[config.mk]
export PLATFORM = sky130hd
export DESIGN_NAME = rrf_commit_scheduler
export DESIGN_NICKNAME = d
export VERILOG_FILES = /design/src/rtl/rrf_commit_scheduler.sv
export SDC_FILE = /design/constraint.sdc
export NUM_CORES = 1
export LEC_CHECK = 0
export ABC_AREA = 0
export BUFFER_PORTS_ARGS = -buffer_cell sky130_fd_sc_hd__buf_2
export CORE_MARGIN = 2
export CORE_UTILIZATION = 28
export DETAILED_ROUTE_END_ITERATION = 10
export SYNTH_ARGS = -nofsm -noshare
export SYNTH_HDL_FRONTEND = slang
export SYNTH_SLANG_ARGS = --single-unit
[constraint.sdc]
create_clock -name clk -period 2.5 [get_ports clk]
set_clock_uncertainty 0.05 [all_clocks]
set_input_delay 0.25 -clock clk [delete_from_list [all_inputs] [get_ports clk]]
set_output_delay 0.25 -clock clk [all_outputs]
set_load 0.02 [all_outputs]
[src/rtl/rrf_commit_scheduler.sv]
// In-order completion buffer that retires finished GPR writes to the ARF update ports in program order.
// Optional macro DUAL_COMMIT_EN enables a second commit per cycle on port B; without it only port A commits.
module rrf_commit_scheduler #(
  parameter int DEPTH   = 8,
  parameter int DEPTH_W = 3
) (
  input  logic               clk,
  input  logic               rst,
  input  logic               alloc_en_A,
  input  logic               alloc_en_B,
  input  logic [4:0]         alloc_addr_A,
  input  logic [4:0]         alloc_addr_B,
  output logic               alloc_ready,
  output logic [DEPTH_W-1:0] alloc_tag_A,
  output logic [DEPTH_W-1:0] alloc_tag_B,
  output logic               alloc_err,
  input  logic               wb_en_A,
  input  logic               wb_en_B,
  input  logic [DEPTH_W-1:0] wb_tag_A,
  input  logic [DEPTH_W-1:0] wb_tag_B,
  output logic               update_en_A,
  output logic [4:0]         update_addr_A,
  output logic               update_en_B,
  output logic [4:0]         update_addr_B,
  output logic [DEPTH_W:0]   count,
  output logic               empty
);

  localparam logic [DEPTH_W:0] READY_MAX = (DEPTH_W+1)'(DEPTH - 2);

  logic [DEPTH-1:0]   valid_q, valid_d, done_q, done_d;
  logic [4:0]         addr_q [DEPTH];
  logic [DEPTH_W-1:0] head_q, head_d, tail_q, tail_d, tag_a, tag_b;
  logic [DEPTH_W:0]   count_q, count_d, n_alloc, n_commit;
  logic               update_en_a_q, update_en_a_d, alloc_err_q, alloc_err_d;
  logic [4:0]         update_addr_a_q, update_addr_a_d;
  logic               do_alloc, c0, c1;

  assign tag_a       = tail_q;
  assign tag_b       = tail_q + DEPTH_W'(alloc_en_A);
  assign alloc_ready = (count_q <= READY_MAX);
  assign do_alloc    = alloc_ready & (alloc_en_A | alloc_en_B);
  assign n_alloc     = do_alloc ? ((DEPTH_W+1)'(alloc_en_A) + (DEPTH_W+1)'(alloc_en_B)) : '0;
  assign c0          = valid_q[head_q] & done_q[head_q];
  assign n_commit    = (DEPTH_W+1)'(c0) + (DEPTH_W+1)'(c1);

`ifdef DUAL_COMMIT_EN
  logic [DEPTH_W-1:0] head1;
  logic               update_en_b_q, update_en_b_d;
  logic [4:0]         update_addr_b_q, update_addr_b_d;

  // A same-destination pair must retire on separate cycles to keep ARF write order.
  assign head1 = head_q + DEPTH_W'(1);
  assign c1    = c0 & valid_q[head1] & done_q[head1] & (addr_q[head1] != addr_q[head_q]);

  always_comb begin
    update_en_b_d   = c1;
    update_addr_b_d = c1 ? addr_q[head1] : update_addr_b_q;
  end

  always_ff @(posedge clk or posedge rst) begin
    if (rst) begin
      update_en_b_q   <= 1'b0;
      update_addr_b_q <= '0;
    end else begin
      update_en_b_q   <= update_en_b_d;
      update_addr_b_q <= update_addr_b_d;
    end
  end

  assign update_en_B   = update_en_b_q;
  assign update_addr_B = update_addr_b_q;
`else
  assign c1            = 1'b0;
  assign update_en_B   = 1'b0;
  assign update_addr_B = '0;
`endif

  // NOTE: every signal written here gets its default first, so no latch is inferred.
  always_comb begin
    valid_d = valid_q;
    done_d  = done_q;
    // Writeback only counts against entries that were already live before this edge.
    if (wb_en_A && valid_q[wb_tag_A]) done_d[wb_tag_A] = 1'b1;
    if (wb_en_B && valid_q[wb_tag_B]) done_d[wb_tag_B] = 1'b1;
    if (c0) begin
      valid_d[head_q] = 1'b0;
      done_d[head_q]  = 1'b0;
    end
    if (c1) begin
      valid_d[head_q + DEPTH_W'(1)] = 1'b0;
      done_d[head_q + DEPTH_W'(1)]  = 1'b0;
    end
    if (do_alloc && alloc_en_A) begin
      valid_d[tag_a] = 1'b1;
      done_d[tag_a]  = 1'b0;
    end
    if (do_alloc && alloc_en_B) begin
      valid_d[tag_b] = 1'b1;
      done_d[tag_b]  = 1'b0;
    end
    head_d          = head_q + n_commit[DEPTH_W-1:0];
    tail_d          = tail_q + n_alloc[DEPTH_W-1:0];
    count_d         = count_q + n_alloc - n_commit;
    alloc_err_d     = (alloc_en_A | alloc_en_B) & ~alloc_ready;
    update_en_a_d   = c0;
    update_addr_a_d = c0 ? addr_q[head_q] : update_addr_a_q;
  end

  // NOTE: state flops use non-blocking assignments so every read sees the pre-edge value.
  always_ff @(posedge clk or posedge rst) begin
    if (rst) begin
      valid_q         <= '0;
      done_q          <= '0;
      head_q          <= '0;
      tail_q          <= '0;
      count_q         <= '0;
      alloc_err_q     <= 1'b0;
      update_en_a_q   <= 1'b0;
      update_addr_a_q <= '0;
    end else begin
      valid_q         <= valid_d;
      done_q          <= done_d;
      head_q          <= head_d;
      tail_q          <= tail_d;
      count_q         <= count_d;
      alloc_err_q     <= alloc_err_d;
      update_en_a_q   <= update_en_a_d;
      update_addr_a_q <= update_addr_a_d;
    end
  end

  // NOTE: the address payload is not reset; valid gates every use of it.
  always_ff @(posedge clk) begin
    if (do_alloc && alloc_en_A) addr_q[tag_a] <= alloc_addr_A;
    if (do_alloc && alloc_en_B) addr_q[tag_b] <= alloc_addr_B;
  end

  assign alloc_tag_A   = tag_a;
  assign alloc_tag_B   = tag_b;
  assign alloc_err     = alloc_err_q;
  assign update_en_A   = update_en_a_q;
  assign update_addr_A = update_addr_a_q;
  assign count         = count_q;
  assign empty         = (count_q == '0);

endmodule

==> results of run 1 <==
-- flip-flops by register name, summed over array words and instances (netlist names), 3 cells and up --
signal / count
alloc_tag_A: 3
update_addr_A: 5
addr_q: 40
done_q: 8
count: 4
valid_q: 8
head_q: 3
-- worst max-delay path by stage --
stage	from	to	slack, ns	depth (start not counted)
2_1_floorplan	count[3]$_DFF_PP0_	count[3]$_DFF_PP0_	-0.14	13
3_3_place_gp	count[3]$_DFF_PP0_	count[3]$_DFF_PP0_	0.15	12
3_5_place_dp	head_q[2]$_DFF_PP0_	count[1]$_DFF_PP0_	0.09	9
4_1_cts	count[3]$_DFF_PP0_	count[3]$_DFF_PP0_	0.08	12
5_1_grt	count[3]$_DFF_PP0_	count[3]$_DFF_PP0_	0.03	12
6_report	count[3]$_DFF_PP0_	count[3]$_DFF_PP0_	0.13	12
-- per-stage QoR --
step | power, W | TNS, ns | instances | hold WS [ns]
floorplan | 0.00425 | -0.313 | 350 | 0.329
global placement | 0.00507 | 0 | 576 | 0.326
detailed placement | 0.00516 | 0 | 576 | 0.334
CTS | 0.00669 | 0 | 593 | 0.261
global route | 0.00708 | 0 | 594 | 0.289
finish | 0.00663 | 0 | 595 | 0.272
-- kinds of logic (layout without fill, tap and decap cells) --
logic type      after synthesis  count (layout)
xor+xnor                      5               5
mux                          67              67
simple gates                100             100
flops                        73              73
other cells                   1               7
compound gates               39              39
fa+ha+maj                    16              16
buf+inv                      44             100
-- power by group through the flow --
stage	clock, W	combinational (W)	sequential (W)
final	0.00150	0.00307	0.00205
after global routing	0.00157	0.00341	0.00210
after CTS	0.00153	0.00311	0.00205
after detailed placement	0	0.00308	0.00207
after global placement	0	0.00301	0.00206
after floorplan	0	0.00215	0.00210
-- timing repair --
item | 4_1_cts | 5_1_grt
hold buffers | 1 | 0
endpoints found under the hold margin | 33 | 0
setup buffers | 0 | 1
setup endpoints to repair | 0 | 2
gates resized for setup | 0 | 1
-- cell type report --
type / instances / area [um^2]
flip-flops and latches: 73 / 2030
repair buffers: 61 / 360
inverters: 23 / 86.3
multi-input cells: 233 / 2100
clock inverters: 6 / 115
diodes: 1 / 2.50
fillers: 1463 / 9860
clock buffers: 10 / 239
well taps: 188 / 235
-- layout by cell type (no fill, tap or decap), types with 4 or more instances in the layout --
master / n
a221oi_1: 4
conb_1: 6
clkbuf_16: 9
nand4_1: 5
nor2_1: 18
mux2_2: 43
mux2i_1: 15
edfxtp_1: 40
buf_4: 20
nor3b_1: 5
a22oi_1: 4
dfrtp_1: 30
nand3_1: 10
ha_1: 10
buf_2: 40
inv_1: 19
nand3_4: 4
mux4_2: 8
a21oi_1: 5
a21o_1: 4
nor2b_1: 9
nand2_1: 24
inv_2: 4
o21ai_0: 5
nor3_1: 5
ha_4: 4
-- critical path: cells and delay by family, from the launching register on --
family,cells,cell delay (ns)
AO/OA/AOI/OAI,2,0.30
XOR/XNOR,1,0.14
adder cells (fa/ha/maj),3,0.73
buffers and inverters,2,0.11
flip-flops,1,0.39
multiplexers,1,0.21
AND/OR/NAND/NOR,3,0.36
-- metal layers --
metal  global-route usage, %  routed length [um]  up-vias  share of wire (%)
met4                    4.33                 144        2                1.4
met1                    17.0                4440     1426                 43
met3                    3.39                 610       11                5.9
li1                        -                   -     1385                  -
met5                       0                  11        -               0.11
met2                    22.1                5080       82                 49
==> metrics, run 1 <==
status=complete, no violations; ys async rst share=45.2%; CP max stage cell=dfrtp_2; RePlAce Congestion=0.851; routed wire length=10300 um; sequential element share of the synthesized area=47.7%; simple-gate area share of the yosys netlist=13.8%; share of layout cells above drive strength 1=38.4%; Max transition margin=65.4%; Comb pwr share=a little under half; Die Y=127 um; FP Rows=45; Hold WC Path Type=input port to flip-flop; TritonRoute pass-1 iters=4; Cells after Synth=345; worst r2r dst=count[3]$_DFF_PP0_; commonest cells in the netlist=43 x mux2_2, 40 x edfxtp_1, 33 x dfrtp_1; Via density=between 4 and 5; crit path DAT=around 2.6 ns; Compound-Gate Fraction of Synth Area=under 10%; Slew Viols, Final=0; Critical R2R Launch=count[3]$_DFF_PP0_; r2r setup slk=0.13 ns; IO Count=47; endpoints failing hold=0; Post-synth EDFFs=40; setup ws final=0.131 ns; Finished Cell Area=5170 um^2; global-route wire length before repair=16400 um; TritonCTS Buffers=9; DRC Markers=0; average size of a mapped cell=12.3 um^2; top-count cell post-synth=mux2_2; XOR/XNOR Fraction of Synth Area=around 1.5%; P_int=about 0.0041 W; synthesized area=between 4000 and 5000 um^2; 1st-iter DRT viols=169; maxcap violations=0; NetSw=between 0.002 and 0.003 W; CP Data Required Time=2.71 ns; vias in the first global route=3009; die area=approximately 16000 um^2; Worst Max-Slew Pin Slew=0.514 ns; #FFs+latches synth=73; CTS tree=built; core area=about 15000 um^2; Clk pin slew, worst setup/hold paths=0.06 ns; cell area after placement=4800 um^2; Hold EP=addr_q[5][3]$_DFFE_PP_; yosys synthesis warning count=0; Startpoint Class=flip-flop; adder-cell share of the synthesized area=5.06%; post-synthesis mux area share=19.4%; max incr delay on CP=0.39 ns; Longest Clk Path Bufs=2; post-synth cell types=55; Area contributors post-synth=edfxtp_1 28%, dfrtp_1 19%, mux2_2 11%, mux4_2 4.2%, ha_1 4.1%; Final nets=439; Routed Antenna Nets=0; Final period util=between 90% and 100%; die width=127 um; Clock Root Buffer=clkbuf_16; WL/cell=~17 um; PwrDens=between 1000 and 1500 nW/um^2; FF-to-FF path depth=12; deepest level of the CTS H-tree=3; pin count of the biggest net entering global routing=34; Reg power frac=a little under a third; RSZ-0062 raised after global routing=no; final setup violation count=0; leakage power=2.12 nW; CP Cell Sequence=inv_2 -> ha_4 -> nand2_4 -> mux2i_4 -> and2b_2 -> nand2_4 -> ha_4 -> inv_1 -> ha_1 -> a21o_1 -> a21oi_2 -> xor2_1; hold path depth=2; Area Growth Syn to Fin=21.7%; crit path time final=2.37 ns; Setup crit end kind=flip-flop; area share of the largest cell type after synthesis=around 28%; Final Util=34.4%; total congestion overflow=0; total number of vias=~2900; sw frac=38.6%; I/O Buffers=40; Clk pwr share=22.7%; largest family of logic cells by synthesized area=multiplexers; insertion delay to the later sink of the worst-skew pair=0.34 ns; Setup WS pre-CTS=0.0940 ns; Yosys top cell by area=edfxtp_1; initial antenna violation count=2; initial core utilization=~28%; Main synth FF type=edfxtp_1; CTS Sinks=73; Total GRT Usage=between 10% and 20%; Setup CP Type=flip-flop to flip-flop; fmax=0.422 GHz; peak supply drop=approximately 0.58 mV; Crit Path Max Fanout=3; start point of the worst hold path=alloc_addr_B[3]; DP Wirelength=7580 um
Power figures use the tool's default switching activity.
==> run 2: changes to the inputs <==
--- a/config.mk
+++ b/config.mk
@@ -7,9 +7,11 @@
 export LEC_CHECK = 0
 export ABC_AREA = 0
 export BUFFER_PORTS_ARGS = -buffer_cell sky130_fd_sc_hd__buf_2
+export CAP_MARGIN = 20
 export CORE_MARGIN = 2
-export CORE_UTILIZATION = 28
+export CORE_UTILIZATION = 45
 export DETAILED_ROUTE_END_ITERATION = 10
+export PLACE_DENSITY = 0.66
 export SYNTH_ARGS = -nofsm -noshare
 export SYNTH_HDL_FRONTEND = slang
 export SYNTH_SLANG_ARGS = --single-unit
==> run 2 against run 1 <==
Power down 8.4%. Worst hold slack worse by 0.013 ns. Non-clock buffer count unchanged. Critical path type unchanged. Highest routed layer is now met4.
==> metrics, run 2 (synthesis gave the netlist of run 1 again) <==
Crit Path Max Fanout=11; Filler cells=831; Slew Viols, Final=0; Final Util=a little over half; Routed Antenna Nets=0; IO Count=47; Setup WS pre-CTS=0.00425 ns; Setup crit end kind=flip-flop; number of flip-flops in the largest register=40; leakage power=2.06 nW; I/O Buffers=40; Top Registers=addr_q x40, done_q x8, valid_q x8; Die Y=101 um; deepest level of the CTS H-tree=3; Final period util=97.2%; most common cell after layout, fill and taps aside=mux2_2; maxcap violations=0; hold slack=0.259 ns; Final nets=439; FF-to-FF path depth=9; crit path time final=2.43 ns; insertion delay to the later sink of the worst-skew pair=~0.35 ns; WL/cell=18.6 um; final setup violation count=0; Overall Power=0.00607 W; TritonCTS Buffers=9; CP Data Required Time=2.70 ns; FP Rows=35; vias in the first global route=2898; die width=roughly 100 um; status=complete, no violations; initial core utilization=46.2%; die area=a little over 10000 um^2; Via density=5.68; total number of vias=2938; 1st-iter DRT viols=between 150 and 200; endpoints failing hold=0; Hold WC Path Type=input port to flip-flop; Reg with most FFs=addr_q; Longest Clk Path Bufs=2; setup ws final=0.0710 ns; global-route wire length before repair=15500 um; DRC Markers=0; routed wire length=9610 um; TritonRoute pass-1 iters=5; ant diodes=0; Layout Cells excl Fill=roughly 520; DP Wirelength=~7000 um; PwrDens=~1200 nW/um^2; Storage cell area=2030 um^2; Setup CP Type=flip-flop to flip-flop; fmax=0.412 GHz; CTS tree=built; Cells after DPL=497; Startpoint Class=flip-flop; Clk pin slew, worst setup/hold paths=~0.080 ns; Area Growth Syn to Fin=15.9%; pin count of the biggest net entering global routing=34; crit path DAT=2.63 ns; Clock Root Buffer=clkbuf_8; peak supply drop=0.555 mV; core area=between 9000 and 10000 um^2; share of layout cells above drive strength 1=between 30% and 40%; total congestion overflow=0; CTS Sinks=73; hold path depth=2; most frequent cells in the layout=43 x mux2_2, 40 x edfxtp_1, 40 x buf_2, 30 x dfrtp_1, 24 x nand2_1; RePlAce Congestion=0.812; initial antenna violation count=0; Multi-input gate area=about 2100 um^2; Total GRT Usage=between 20% and 30%
run 2: cell types whose count changed in the layout (fill, tap and decap cells not counted), sizes merged:
| cell | delta |
|---|---|
| bufinv | -2 |
| inv | +2 |
| clkbuf | -1 |
| clkinv | +1 |
| diode | -1 |
run 2: cell type report:
cell class	count	area share [%]
well taps	111	2.82
clock inverters	7	1.58
repair buffers	61	7.32
flip-flops and latches	73	41.2
multi-input cells	233	42.8
inverters	23	1.75
clock buffers	9	2.52
run 2: repair_timing:
action	CTS	global route
resized for setup	0	2
buffers inserted	0	3
hold buffers	1	0
hold endpoints to repair	33	0
setup endpoints to repair	0	5
run 2: report_power, final:
| part | switching [W] | total [W] | internal, W |
|---|---|---|---|
| Sequential | 0.000315 | 0.00202 | 0.00171 |
| Combinational | 0.00174 | 0.00311 | 0.00137 |
| Clock | 0.000470 | 0.000939 | 0.000469 |
| Total | 0.00253 | 0.00607 | 0.00354 |
run 2: per-layer routing:
metal  share of wire, %  track usage (%)
met4                1.8             6.65
met3                6.3             5.31
met2                 48             31.5
met1                 44             27.8
met5                  0                0
run 2: stage by stage:
step           setup TNS [ns]  cell area [um^2]
5_1_grt              -0.00191              4920
6_report                    0              4920
4_1_cts                     0              4900
3_5_place_dp                0              4680
3_3_place_gp                0              4680
2_1_floorplan          -0.313              4370
run 2: path summary, 6_finish.rpt:
path | startpoint | to | slack, ns
worst max-delay path | head_q[2]$_DFF_PP0_ | count[1]$_DFF_PP0_ | 0.07
worst min-delay path | alloc_addr_B[0] | addr_q[4][0]$_DFFE_PP_ | 0.26
worst max register to register | head_q[2]$_DFF_PP0_ | count[1]$_DFF_PP0_ | 0.07
worst min register to register | update_addr_A[3]$_DFFE_PP0N_ | update_addr_A[3]$_DFFE_PP0N_ | 0.44
max in group asynchronous | rst | count[2]$_DFF_PP0_ | 1.58
min in group asynchronous | rst | done_q[6]$_DFF_PP0_ | 0.48
run 2: critical path: stages (launching register included):
cell and delay, ns:
dfrtp_2 0.49, nand3_1 0.14, o21ai_0 0.09, mux4_2 0.53, ha_4 0.26, inv_2 0.06, ha_4 0.13, inv_2 0.04
fa_2 0.52, inv_1 0.04
==> run 3: changes to the inputs <==
==> constraint.sdc (replaced) <==
create_clock -name clk -period 2.18 [get_ports clk]
set_clock_uncertainty 0.05 [all_clocks]
set_input_delay 0.218 -clock clk [delete_from_list [all_inputs] [get_ports clk]]
set_output_delay 0.218 -clock clk [all_outputs]
set_load 0.02 [all_outputs]
==> run 3 against run 2 <==
The flow now finishes with violations (setup timing). Non-clock buffer count increased by 44. Critical path depth unchanged. Sequential share of layout area decreased by 3.9 points. Cell count increased by 8.5%. First-iteration DRC count decreased by 27%. Utilization increased by 5.6 points. Sequential power increased by 8%. Power increased by 28%. Critical path type unchanged. Critical endpoint unchanged.
==> metrics, run 3 (synthesis gave the netlist of run 1 again) <==
status=finished, violations left; failing checks=setup timing; CP delay by family, top=adder cells; max incr delay on CP=between 0.5 and 0.6 ns; Startpoint Class=flip-flop; crit path time final=2.35 ns; Clock Root Buffer=clkbuf_8; maxcap violations=0; TritonCTS Buffers=9; CTS tree=built; Overall Power=about 0.008 W; RSZ-0062 raised after global routing=yes; TritonRoute pass-1 iters=4; Total GRT Usage=21.4%; Reg with most FFs=addr_q; ant diodes=0; routed wire length=10400 um; peak supply drop=roughly 0.81 mV; IO Count=47; CP bufs+invs=4; Hold WC Path Type=input port to flip-flop; CP Cell Sequence=buf_6 -> o21ai_0 -> mux4_2 -> ha_4 -> inv_2 -> ha_4 -> inv_2 -> fa_2 -> inv_1; FP Rows=35; Longest Clk Path Bufs=2; Routed Antenna Nets=0; Clk pin slew, worst setup/hold paths=0.09 ns; WL/cell=18.6 um; Setup crit end kind=flip-flop; fmax=0.426 GHz; initial antenna violation count=0; die width=101 um; DP Wirelength=~7400 um; 1st-iter DRT viols=~140; share of layout cells above drive strength 1=just under 50%; Via density=5.50; total congestion overflow=0; final setup violation count=28; total number of vias=3085; RePlAce Congestion=roughly 0.8; I/O Buffers=40; Die Y=101 um; vias in the first global route=3111; endpoints failing hold=0; setup TNS=-1.35 ns; most common cell after layout, fill and taps aside=buf_4; global-route wire length before repair=approximately 16000 um; Crit Path Max Fanout=6; Final nets=483; deepest level of the CTS H-tree=3; CTS Sinks=73; Filler cells=734; crit path DAT=2.54 ns; DRC Markers=0; most frequent cells in the layout=54 x buf_4, 40 x edfxtp_1, 40 x buf_2, 37 x mux2_2, 29 x dfrtp_1; initial core utilization=46.2%; Setup CP Type=flip-flop to flip-flop; Slew Viols, Final=0; hold slack=0.215 ns; number of flip-flops in the largest register=40; CP max stage cell=mux4_2; PwrDens=1430 nW/um^2; Final period util=108%; insertion delay to the later sink of the worst-skew pair=between 0.3 and 0.4 ns; core area=between 9000 and 10000 um^2; pin count of the biggest net entering global routing=34; CP Data Required Time=2.37 ns; Top Registers=addr_q x40, done_q x8, valid_q x8; leakage power=between 2 and 2.5 nW; Area Growth Syn to Fin=28.0%; setup ws final=-0.166 ns; die area=10200 um^2
## run 3: changes by cell type in the layout (fill, tap and decap cells not counted), sizes merged
cell / delta
clkbuf: +2
buf: +43
clkinvlp: +1
bufinv: -1
inv: -1
## run 3: per-layer routing
| layer | up-vias | track usage, % | part of all wire, % |
|---|---|---|---|
| li1 | 1463 | - | - |
| met1 | 1521 | 28.9 | 43 |
| met2 | 92 | 34.2 | 50 |
| met3 | 9 | 5.04 | 5.9 |
| met4 | 0 | 7.38 | 1.1 |
| met5 | - | 0 | 0 |
## run 3: repair_timing
action / 4_1_cts / 5_1_grt
pin swaps: 2 / 10
endpoints found under the hold margin: 33 / 0
setup endpoints to repair: 23 / 66
gates resized for setup: 5 / 27
hold buffers: 1 / 0
setup buffers: 2 / 6
cloned: 0 / 1
## run 3: per-stage QoR
step / area (um^2) / utilization, % / cells / setup WS, ns
after CTS: 5280 / 57.4 / 554 / -0.145
final: 5440 / 59.1 / 561 / -0.166
after global placement: 5060 / 55.0 / 535 / -0.142
after global routing: 5440 / 59.1 / 561 / -0.238
after floorplan: 4400 / - / 350 / -0.445
after detailed placement: 5060 / 55.0 / 535 / -0.216
## run 3: final timing paths
| path | endpoint | cells after the start | from | slack, ns |
|---|---|---|---|---|
| hold reg to reg | update_addr_A[3]$_DFFE_PP0N_ | 1 | update_addr_A[3]$_DFFE_PP0N_ | 0.44 |
| setup / recovery | count[1]$_DFF_PP0_ | 9 | head_q[2]$_DFF_PP0_ | -0.17 |
| setup reg to reg | count[1]$_DFF_PP0_ | 9 | head_q[2]$_DFF_PP0_ | -0.17 |
| min in group asynchronous | alloc_err$_DFF_PP0_ | 4 | rst | 0.47 |
| max in group asynchronous | head_q[2]$_DFF_PP0_ | 4 | rst | 1.28 |
| hold / removal | addr_q[3][4]$_DFFE_PP_ | 2 | alloc_addr_A[4] | 0.21 |
## run 3: where the power goes
| group | total (W) | internal [W] | switching [W] | leakage, nW |
|---|---|---|---|---|
| sequential | 0.00219 | 0.00196 | 0.000235 | 0.743 |
| combinational | 0.00464 | 0.00223 | 0.00241 | 1.49 |
| clock | 0.000957 | 0.000416 | 0.000541 | 0.0827 |
## run 3: final cells by class
cell class / instances / area, um^2 / area share (%)
clock buffers: 10 / 128 / 2.35
clock inverters: 6 / 42.5 / 0.782
inverters: 23 / 88.8 / 1.63
multi-input cells: 233 / 2210 / 40.7
flip-flops and latches: 73 / 2030 / 37.4
well taps: 111 / 139 / 2.55
repair buffers: 105 / 795 / 14.6
